<file path="config.mk">
export PLATFORM = sky130hd
export DESIGN_NAME = td4_datapath_flat
export DESIGN_NICKNAME = d
export VERILOG_FILES = /design/src/rtl/td4_pkg.sv /design/src/rtl/td4_if.sv /design/src/rtl/td4_reg4.sv /design/src/rtl/td4_datapath.sv /design/src/flat_wrapper.sv
export SDC_FILE = /design/constraint.sdc
export NUM_CORES = 1
export LEC_CHECK = 0
export ABC_AREA = 1
export CAP_MARGIN = 40
export CORE_MARGIN = 1.5
export CORE_UTILIZATION = 50
export DETAILED_ROUTE_END_ITERATION = 7
export DONT_BUFFER_PORTS = 1
export HOLD_SLACK_MARGIN = 0.05
export SYNTH_ARGS = -nofsm -noshare
export SYNTH_HDL_FRONTEND = slang
export SYNTH_HIERARCHICAL = 1
export SYNTH_SLANG_ARGS = --single-unit
</file>
<file path="constraint.sdc">
create_clock -name clk -period 3.6 [get_ports clk]
set_clock_uncertainty 0.1 [all_clocks]
set_input_delay 1.08 -clock clk [delete_from_list [all_inputs] [get_ports clk]]
set_output_delay 1.08 -clock clk [all_outputs]
set_load 0.01 [all_outputs]
</file>
<file path="src/rtl/td4_pkg.sv">
// Shared encodings, widths and the 4-bit add helper for the TD4 datapath.
package td4_pkg;

  localparam int TD4_W = 4;

  // Source select encodings for the operand mux.
  typedef enum logic [1:0] {
    SEL_A    = 2'b00,
    SEL_B    = 2'b01,
    SEL_IN   = 2'b10,
    SEL_ZERO = 2'b11
  } sel_e;

  // Bit positions inside the active-low load strobe vector.
  localparam int LD_A   = 0;
  localparam int LD_B   = 1;
  localparam int LD_OUT = 2;
  localparam int LD_PC  = 3;

  typedef struct packed {
    logic             carry;
    logic [TD4_W-1:0] result;
  } alu_res_t;

  // Zero-extended add; carry is bit 4 of the 5-bit sum.
  function automatic alu_res_t td4_add(input logic [TD4_W-1:0] a,
                                       input logic [TD4_W-1:0] b);
    logic [TD4_W:0] sum;
    sum = {1'b0, a} + {1'b0, b};
    return '{carry: sum[TD4_W], result: sum[TD4_W-1:0]};
  endfunction

endpackage

</file>
<file path="src/rtl/td4_if.sv">
// Control/data bundle between the TD4 decoder side and the datapath.
interface td4_if;
  import td4_pkg::*;

  logic             en;
  logic [1:0]       select;
  logic [3:0]       load;
  logic [TD4_W-1:0] imm;
  logic [TD4_W-1:0] in_port;
  logic [TD4_W-1:0] out_port;
  logic [TD4_W-1:0] pc;
  logic             cflg;
  logic [TD4_W-1:0] reg_a;
  logic [TD4_W-1:0] reg_b;

  // Decoder / stimulus side: drives controls, observes register state.
  modport master (
    output en, select, load, imm, in_port,
    input  out_port, pc, cflg, reg_a, reg_b
  );

  // Datapath side.
  modport slave (
    input  en, select, load, imm, in_port,
    output out_port, pc, cflg, reg_a, reg_b
  );

endinterface

</file>
<file path="src/rtl/td4_reg4.sv">
// 4-bit register with async active-high reset, step enable and active-low load.
module td4_reg4
  import td4_pkg::*;
(
  input  logic             clk,
  input  logic             rst,
  input  logic             en,
  input  logic             load_n,
  input  logic [TD4_W-1:0] d,
  output logic [TD4_W-1:0] q
);

  logic [TD4_W-1:0] data_d;
  logic [TD4_W-1:0] data_q;

  // Next value: capture d only on an enabled step with the strobe low.
  always_comb begin
    // NOTE: default first so every path assigns data_d and no latch is inferred.
    data_d = data_q;
    if (en && !load_n) begin
      data_d = d;
    end
  end

  // State register.
  always_ff @(posedge clk or posedge rst) begin
    // NOTE: reset in the sensitivity list makes it asynchronous; release timing is the caller's job.
    if (rst) begin
      data_q <= '0;
    end else begin
      // NOTE: non-blocking so every flop samples pre-edge values (read-modify-write safe).
      data_q <= data_d;
    end
  end

  assign q = data_q;

endmodule

</file>
<file path="src/rtl/td4_datapath.sv">
// TD4 datapath: operand mux, 4-bit adder, A/B/OUT registers, PC and carry flag.
module td4_datapath
  import td4_pkg::*;
(
  input  logic clk,
  input  logic rst,
  td4_if.slave bus
);

  logic [TD4_W-1:0] mux_out;
  alu_res_t         alu;
  logic [TD4_W-1:0] a_val;
  logic [TD4_W-1:0] b_val;
  logic [TD4_W-1:0] out_val;

  logic [TD4_W-1:0] pc_d;
  logic [TD4_W-1:0] pc_q;
  logic             cflg_d;
  logic             cflg_q;

  // Operand mux; reads register outputs so A+imm uses the pre-edge A.
  always_comb begin
    mux_out = '0;
    unique case (sel_e'(bus.select))
      SEL_A:    mux_out = a_val;
      SEL_B:    mux_out = b_val;
      SEL_IN:   mux_out = bus.in_port;
      SEL_ZERO: mux_out = '0;
      default:  mux_out = '0;
    endcase
  end

  assign alu = td4_add(mux_out, bus.imm);

  td4_reg4 u_reg_a (
    .clk    (clk),
    .rst    (rst),
    .en     (bus.en),
    .load_n (bus.load[LD_A]),
    .d      (alu.result),
    .q      (a_val)
  );

  td4_reg4 u_reg_b (
    .clk    (clk),
    .rst    (rst),
    .en     (bus.en),
    .load_n (bus.load[LD_B]),
    .d      (alu.result),
    .q      (b_val)
  );

  td4_reg4 u_reg_out (
    .clk    (clk),
    .rst    (rst),
    .en     (bus.en),
    .load_n (bus.load[LD_OUT]),
    .d      (alu.result),
    .q      (out_val)
  );

  // PC jumps to result when its strobe is low, otherwise increments with wrap;
  // carry is refreshed on every enabled step regardless of the strobes.
  always_comb begin
    pc_d   = pc_q;
    cflg_d = cflg_q;
    if (bus.en) begin
      cflg_d = alu.carry;
      if (!bus.load[LD_PC]) begin
        pc_d = alu.result;
      end else begin
        pc_d = pc_q + TD4_W'(1);
      end
    end
  end

  // PC and carry flag registers.
  always_ff @(posedge clk or posedge rst) begin
    if (rst) begin
      pc_q   <= '0;
      cflg_q <= 1'b0;
    end else begin
      pc_q   <= pc_d;
      cflg_q <= cflg_d;
    end
  end

  assign bus.reg_a    = a_val;
  assign bus.reg_b    = b_val;
  assign bus.out_port = out_val;
  assign bus.pc       = pc_q;
  assign bus.cflg     = cflg_q;

endmodule

</file>
<file path="src/flat_wrapper.sv">
// flat-port wrapper written by rule: the top's interface ports become plain ports
module td4_datapath_flat import td4_pkg::*;
  (clk, rst, bus_en, bus_select, bus_load, bus_imm, bus_in_port, bus_out_port, bus_pc, bus_cflg, bus_reg_a, bus_reg_b);
  td4_if bus_i ();
  input  logic clk;
  input  logic rst;
  input wire logic [$bits(bus_i.en)-1:0] bus_en;
  input wire logic [$bits(bus_i.select)-1:0] bus_select;
  input wire logic [$bits(bus_i.load)-1:0] bus_load;
  input wire logic [$bits(bus_i.imm)-1:0] bus_imm;
  input wire logic [$bits(bus_i.in_port)-1:0] bus_in_port;
  output wire logic [$bits(bus_i.out_port)-1:0] bus_out_port;
  output wire logic [$bits(bus_i.pc)-1:0] bus_pc;
  output wire logic [$bits(bus_i.cflg)-1:0] bus_cflg;
  output wire logic [$bits(bus_i.reg_a)-1:0] bus_reg_a;
  output wire logic [$bits(bus_i.reg_b)-1:0] bus_reg_b;
  assign bus_i.en = bus_en;
  assign bus_i.select = bus_select;
  assign bus_i.load = bus_load;
  assign bus_i.imm = bus_imm;
  assign bus_i.in_port = bus_in_port;
  assign bus_out_port = bus_i.out_port;
  assign bus_pc = bus_i.pc;
  assign bus_cflg = bus_i.cflg;
  assign bus_reg_a = bus_i.reg_a;
  assign bus_reg_b = bus_i.reg_b;
  td4_datapath u_core (.clk(clk), .rst(rst), .bus(bus_i));
endmodule
</file>
* After elaboration in Yosys (flattened, before gate mapping)
Index checks and enable logic that the tools add are counted.
Storage, ports and cells: logic and storage cells 19, flip-flop bits (word level) 17, input port bits 17, output and inout port bits 17
Cells by class: reductions and logical operators 7, $add $sub $neg 2, muxes and demuxes 2, equality and inequality tests 3
Operator list (number):
- $pmux 4 s4 | 1
- $add 4x4->5 | 1
- $add 4x1->4 const B | 1
- $eq 2x2->1 const B | 2
- $mux 4 | 1
- $logic_and 1x1->1 | 3
- $logic_not 1->1 | 3
- $eq 2x1->1 const B | 1
- $logic_not 2->1 | 1

* Logic depth before layout (Yosys ltp)
Gate-level depths: netlist (run 1).
depth in word-level cells 4, depth in mapped cells 12, gate-level depth less buffers 11

* By module
Netlist (run 1), hierarchy kept.
Modules (own cells, without submodules):
- td4_datapath | times used 1, cells an instance 79, area each 543.0 um^2, seq. area each 125.1 um^2
- td4_reg4 | times used 3, cells an instance 19, area each 163.9 um^2, seq. area each 100.1 um^2

* Worst setup path before layout (run 1)
OpenSTA, ideal clock, no wires.
path type input to register, start point input bus_select[1], end point register u_core.u_reg_a.data_q[2], in the netlist u_core/u_reg_a/q[2], required time 3.383 ns, arrival time 2.505 ns, setup slack 0.879 ns, cell stages on the path 11, buffers on the path 1, setup time 0.117 ns, path through buf_6 -> nor2_4 -> inv_2 -> o22ai_1 -> inv_1 -> ha_1 -> fa_1 -> xnor2_1 -> inv_1 -> nand3_1 -> nand2_1
RTL lines:
- start, declared | line flat_wrapper.sv:8 | input wire logic [$bits(bus_i.select)-1:0] bus_select;
- end signal, assigned | line td4_reg4.sv:32 | data_q <= data_d;
- end, declared | line td4_reg4.sv:14 | logic [TD4_W-1:0] data_q;

==> reports/results.ini, run 1 <==
[logic_synthesis]
avgSynthCellArea_um2 = 7.61
synth.most_common_cell = nand2_1
ys_types = 22
synth.net_count = 160
ys_async_sr_fraction_pct = 100
yosys.area.top_type = dfrtp_1
synth_seq_cells = 17
yosysWarnings = 6
seq_area_frac_synth_pct = 41.1
synth_edf_count = 0
syn_inst = 136
yosys-top-cells-count = nand2_1 (39), inv_1 (23), dfrtp_1 (17), nand3_1 (16), nor2_1 (8)
netlist.area_leader.share_pct = 41.1
synthFlopType = dfrtp_1
syn_area_um2 = 1030
synth_area_leaders = dfrtp_1 (41%), nand2_1 (14%), inv_1 (8.3%), nand3_1 (7.7%), ha_1 (7.3%)

[placed_design]
dp.cells = 162
dp_hpwl_mm = 1.71
place_congestion = 0.798
port_buffers = 0

[route]
via_per_inst = 5.18
wl_per_cell_um = 13.1
vias = 860
drt-pass1-iter-count = 4
wirelength_mm = 2.17
m1WireLength_um = 974
wl_met3_um = 127
wl_met2_mm = 1.04
highest-signal-layer = met4
ant_nets = 0
drcViolationCount = 0
drt_iter0_markers = 25

[setup_path]
critPathArrivalTime_ns = 2.55
cp_max_fo = 8
cp-end-kind = flop
path_class = input pin to flop
crit_path_top_delay_cell = fa_1
max_stage_delay_ns = 0.43
reg2regPathDepth = 10
cp_cell_sequence = nor2_4, inv_2, o22ai_1, inv_1, ha_1, fa_1, xnor2_1, inv_1, nand3_1, nand2_1
crit_path_start_kind = input pin
critical_path_required_ns = 3.70
path_common_cell = inv_1

[floorplan]
num_rows = 16
die_h_um = 48.5
die_w_um = 48.5
die_area_um2 = 2350
start_util_pct = 52.7
io_pins = 34
core_area_um2 = 1960

[pwr]
seq_power_share_pct = 54.7
p_switching_mw = 0.225
p_int_mw = 0.341
comb_power_share_pct = 27.0
vdd_drop_max_mv = 0.305
p_per_area_nw_per_um2 = 522
clock_power_share_pct = 18.3
p_total_mw = 0.566
leakage_nw = 0.619
netSwitchingFraction_pct = 39.8

[clock_tree]
cts.sinks = 17
cts-root-buf = clkbuf_4
tritoncts = built
clockBufferDepth = 2
clk_pin_slew_ns = 0.10
cts.htree.levels = 1
cts-resized-gates = 0
clk_latency_ns = 0.30
cts_buffers = 3
cts_setup_buffers = 0
hold_buffers = 0

[finish]
fin_util_pct = 55.3
fillCellCount = 199
area_delta_synth_final_pct = 4.84
multi_input_area_um2 = 508
instances_no_fill = 166
fin_nets = 164
diodes = 0
drive_above_1_share_pct = 7.91
regArea_um2 = 425

[sta]
timing.hold.ws_ns = 0.431
rsz0062_at_grt = false
max-slew-margin-rel_pct = 82.0
period_needed_ns = 2.44
fmax_mhz = 409
fin_crit_sh_pct = 67.9
slew_violations = 0
finalSetupViolCount = 0
hold_viol = 0
worst_pin_slew_ns = 0.270
tns_ns = 0

[worst_hold_path]
hold_path_class = input pin to asynchronous set/reset pin

[outcome]
outcome = finished clean

[global_routing]
grt_antenna_before_repair = 0
overflow = 0
grt_start_max_net_pins = 21
grt_pass1_vias = 807
grt_pass1_wl_mm = 3.80
grtUsageTotal_pct = 21.0

[job]
max-cap-violations = 0

[kinds of logic (layout without fill, tap and decap cells)]
group	count (synthesis)	in the layout	share of synthesized area (%)
AND/OR/NAND/NOR	70	70	29.7
XOR/XNOR	2	2	1.69
AO/OA/AOI/OAI	15	15	8.46
buffers and inverters	25	28	9.79
adder cells (fa/ha/maj)	7	7	9.19
flip-flops	17	17	41.1
[metal layers]
| layer | up-vias | GRT usage, % |
|---|---|---|
| li1 | 436 | - |
| met3 | 5 | 6.48 |
| met1 | 394 | 27.1 |
| met5 | - | 0 |
| met2 | 25 | 33.8 |
| met4 | 0 | 7.14 |
[cell usage in the layout (no fill, tap or decap), drive strengths merged]
cell type and n:
nand4 1, o21bai 1, fa 1, xnor2 1, o21ai 4, clkbuf 3, ha 6, dfrtp 17
o22ai 3, o211ai 1, nand3 17, inv 24, a21oi 6, nor3 1, clkinv 1, xor2 1
nand2 42, nor2 9
[power groups by stage]
stage | registers, mW | logic (mW) | clock network, mW
after floorplan | 0.299 | 0.126 | 0
after global placement | 0.313 | 0.152 | 0
after detailed placement | 0.315 | 0.153 | 0
after CTS | 0.311 | 0.154 | 0.106
after global routing | 0.317 | 0.181 | 0.114
final | 0.310 | 0.153 | 0.104
[cell type report]
cell class | instances | share of cell area, %
Clock buffer | 3 | 2.08
Inverter | 24 | 8.30
Tap cell | 27 | 3.11
Sequential cell | 17 | 39.2
Clock inverter | 1 | 0.461
Multi-Input combinational cell | 94 | 46.8
[flip-flops by register name, summed over array words and instances, names as in the netlist]
register	cells
u_core/u_reg_a/q	4
u_core/bus.pc	4
u_core/u_reg_out/q	4
u_core/bus.cflg	1
u_core/u_reg_b/q	4
[metrics by stage]
stage / cell area (um^2) / setup slack [ns]
2_1_floorplan: 1030 / 0.879
3_3_place_gp: 1060 / 0.898
3_5_place_dp: 1060 / 0.847
4_1_cts: 1080 / 1.16
5_1_grt: 1080 / 1.05
6_report: 1080 / 1.16
[worst paths after layout]
kind	slack [ns]	to	start
worst max-delay path	1.16	u_core/u_reg_b/q[2]	bus_select[1]
worst min-delay path	0.43	u_core/u_reg_b/q[0]	rst
worst max register to register	1.53	u_core/u_reg_b/q[2]	u_core/u_reg_b/q[0]
worst min register to register	0.45	u_core/u_reg_out/q[2]	u_core/u_reg_out/q[2]
max in group asynchronous	2.76	u_core/bus.pc[0]	rst
min in group clk	0.45	u_core/u_reg_out/q[2]	u_core/u_reg_out/q[2]
[worst max-delay path: cells and delay by family]
family          cells  cell delay [ns]
compound gates      1             0.16
xor+xnor            1             0.20
fa+ha+maj           2             0.64
buf+inv             3             0.23
simple gates        3             0.23
Power figures use the tool's default switching activity.
==> run 2: changes to the inputs <==
==> constraint.sdc (replaced) <==
create_clock -name clk -period 2.4 [get_ports clk]
set_clock_uncertainty 0.1 [all_clocks]
set_input_delay 0.72 -clock clk [delete_from_list [all_inputs] [get_ports clk]]
set_output_delay 0.72 -clock clk [all_outputs]
set_load 0.01 [all_outputs]
==> results of run 2 <==
Same layout as run 1 (identical final DEF). Status: finished clean.
Among the figures that moved: setup slack after placement 0.847 ns -> 0.00668 ns; setup slack after layout 1.16 ns -> 0.316 ns; hold slack 0.431 ns -> 0.0705 ns; register-to-register setup slack 1.53 ns -> 0.33 ns; total power 0.566 mW -> 0.849 mW; worst IR drop on VDD 0.305 mV -> 0.458 mV
==> variant, RTL diff (flow settings as in run 2) <==
Make the reset (`rst`) synchronous in 2 clocked blocks. Comments in the files are not updated.
--- a/src/rtl/td4_reg4.sv
+++ b/src/rtl/td4_reg4.sv
@@ -24,5 +24,5 @@
 
   // State register.
-  always_ff @(posedge clk or posedge rst) begin
+  always_ff @(posedge clk) begin
     // NOTE: reset in the sensitivity list makes it asynchronous; release timing is the caller's job.
     if (rst) begin
--- a/src/rtl/td4_datapath.sv
+++ b/src/rtl/td4_datapath.sv
@@ -76,5 +76,5 @@
 
   // PC and carry flag registers.
-  always_ff @(posedge clk or posedge rst) begin
+  always_ff @(posedge clk) begin
     if (rst) begin
       pc_q   <= '0;
Formal check against the unedited RTL: differs if rst is asserted again (counterexample within 4 cycles, from zero or initial values and one cycle with rst high); with rst held inactive, the same outputs for 10 cycles.
==> variant against run 2 <==
Clock power grew 6%; synthesized cell count grew 22%; setup slack lost 49 ps; combinational power shrank 29%; area after synthesis grew 2.5%; wire length grew 9.1%; sequential cell count is the same; power shrank 22%; die area grew 2.4%; global-route usage grew 0.20 points; final area grew 5.0%; utilization grew 2.2 points; critical endpoint is now u_core/bus.pc[2]$_SDFFE_PP0P_.
==> variant: results <==
global_routing:
  grt_usage_pct: 21.2
  grt_start_max_net_pins: 26
  grt_pass1_wl_um: 3940
  grt_pass1_vias: 959
timing:
  worstMarginPinSlew_ps: 297
  fmax_mhz: 469
power_and_ir_drop:
  clkPwrFrac_pct: 24.8
  p_leak_nw: 0.623
  p_int_uw: 435
  ir_worst_vdd_mv: 0.304
  pg_clk_uw: 165
  seqPwrFrac_pct: 50.5
setup_path:
  crit_arrival_ps: 2280
  r2r-start: "u_core/u_reg_b/q[0]$_SDFFE_PP0P_"
  worst_path_max_delay_cell: "fa_2"
  crit_fanout: 5
cells_and_area:
  stdcell_count: 198
  drive_gt1_share_pct: 9.94
route:
  finalWirelength_um: 2370
  detail_route.vias_per_cell: 5.03
  drtIter0Drc: 29
place:
  globalplace.congestion: 0.787
logic_synthesis:
  syn_nets: 190
  synth_common_cells: "37 x inv_1, 29 x nor2_1, 27 x nand2_1"
  syn_inst: 166
  yosys_warnings: 6
  synth.area.top_cells: "dfxtp_1 32%, inv_1 13%, nor2_1 10%, nand2_1 9.6%, nand3_1 8.5%"
outcome:
  status: "finished, final reports clean"
worst_hold_path:
  hold_path.class: "input port to flop"
cts:
  cts_buffer_depth: 2
==> variant: cell type report <==
| type | instances | area [sq um] |
|---|---|---|
| timing repair buffer | 3 | 22.5 |
| clock inverter | 1 | 5.00 |
| tap | 27 | 33.8 |
| multi-input combinational | 107 | 564 |
| fill | 219 | 843 |
| sequential | 17 | 340 |
| inverter | 40 | 150 |
| clock buffer | 3 | 22.5 |
==> variant: metal layers <==
layer	up-vias	part of all wire, %	wire length [um]	track usage [%]
met1	445	45	1080	23.5
li1	516	-	-	-
met3	2	7.6	180	7.36
met4	0	0.63	15	7.14
met5	-	0	0	0
met2	33	46	1100	37.4
==> variant: kinds of logic (layout without fill, tap and decap cells) <==
logic type	Yosys count	after routing	synth area share, %
AND/OR/NAND/NOR	80	80	32.0
AO/OA/AOI/OAI	19	19	10.3
flip-flops	17	17	32.1
buffers and inverters	42	47	15.9
XOR/XNOR	1	1	0.826
adder cells (fa/ha/maj)	7	7	8.96
==> variant: worst min-delay path by stage <==
stage	to	start	slack [ps]	cells after the start
2_1_floorplan	u_core/u_reg_out/q[0]$_SDFFE_PP0P_	u_core/u_reg_out/q[0]$_SDFFE_PP0P_	410	2
3_3_place_gp	u_core/u_reg_out/q[2]$_SDFFE_PP0P_	u_core/u_reg_out/q[2]$_SDFFE_PP0P_	420	2
3_5_place_dp	u_core/u_reg_out/q[0]$_SDFFE_PP0P_	u_core/u_reg_out/q[0]$_SDFFE_PP0P_	420	2
4_1_cts	u_core/bus.pc[2]$_SDFFE_PP0P_	rst	360	1
5_1_grt	u_core/bus.pc[2]$_SDFFE_PP0P_	rst	350	1
6_report	u_core/bus.pc[2]$_SDFFE_PP0P_	rst	360	1
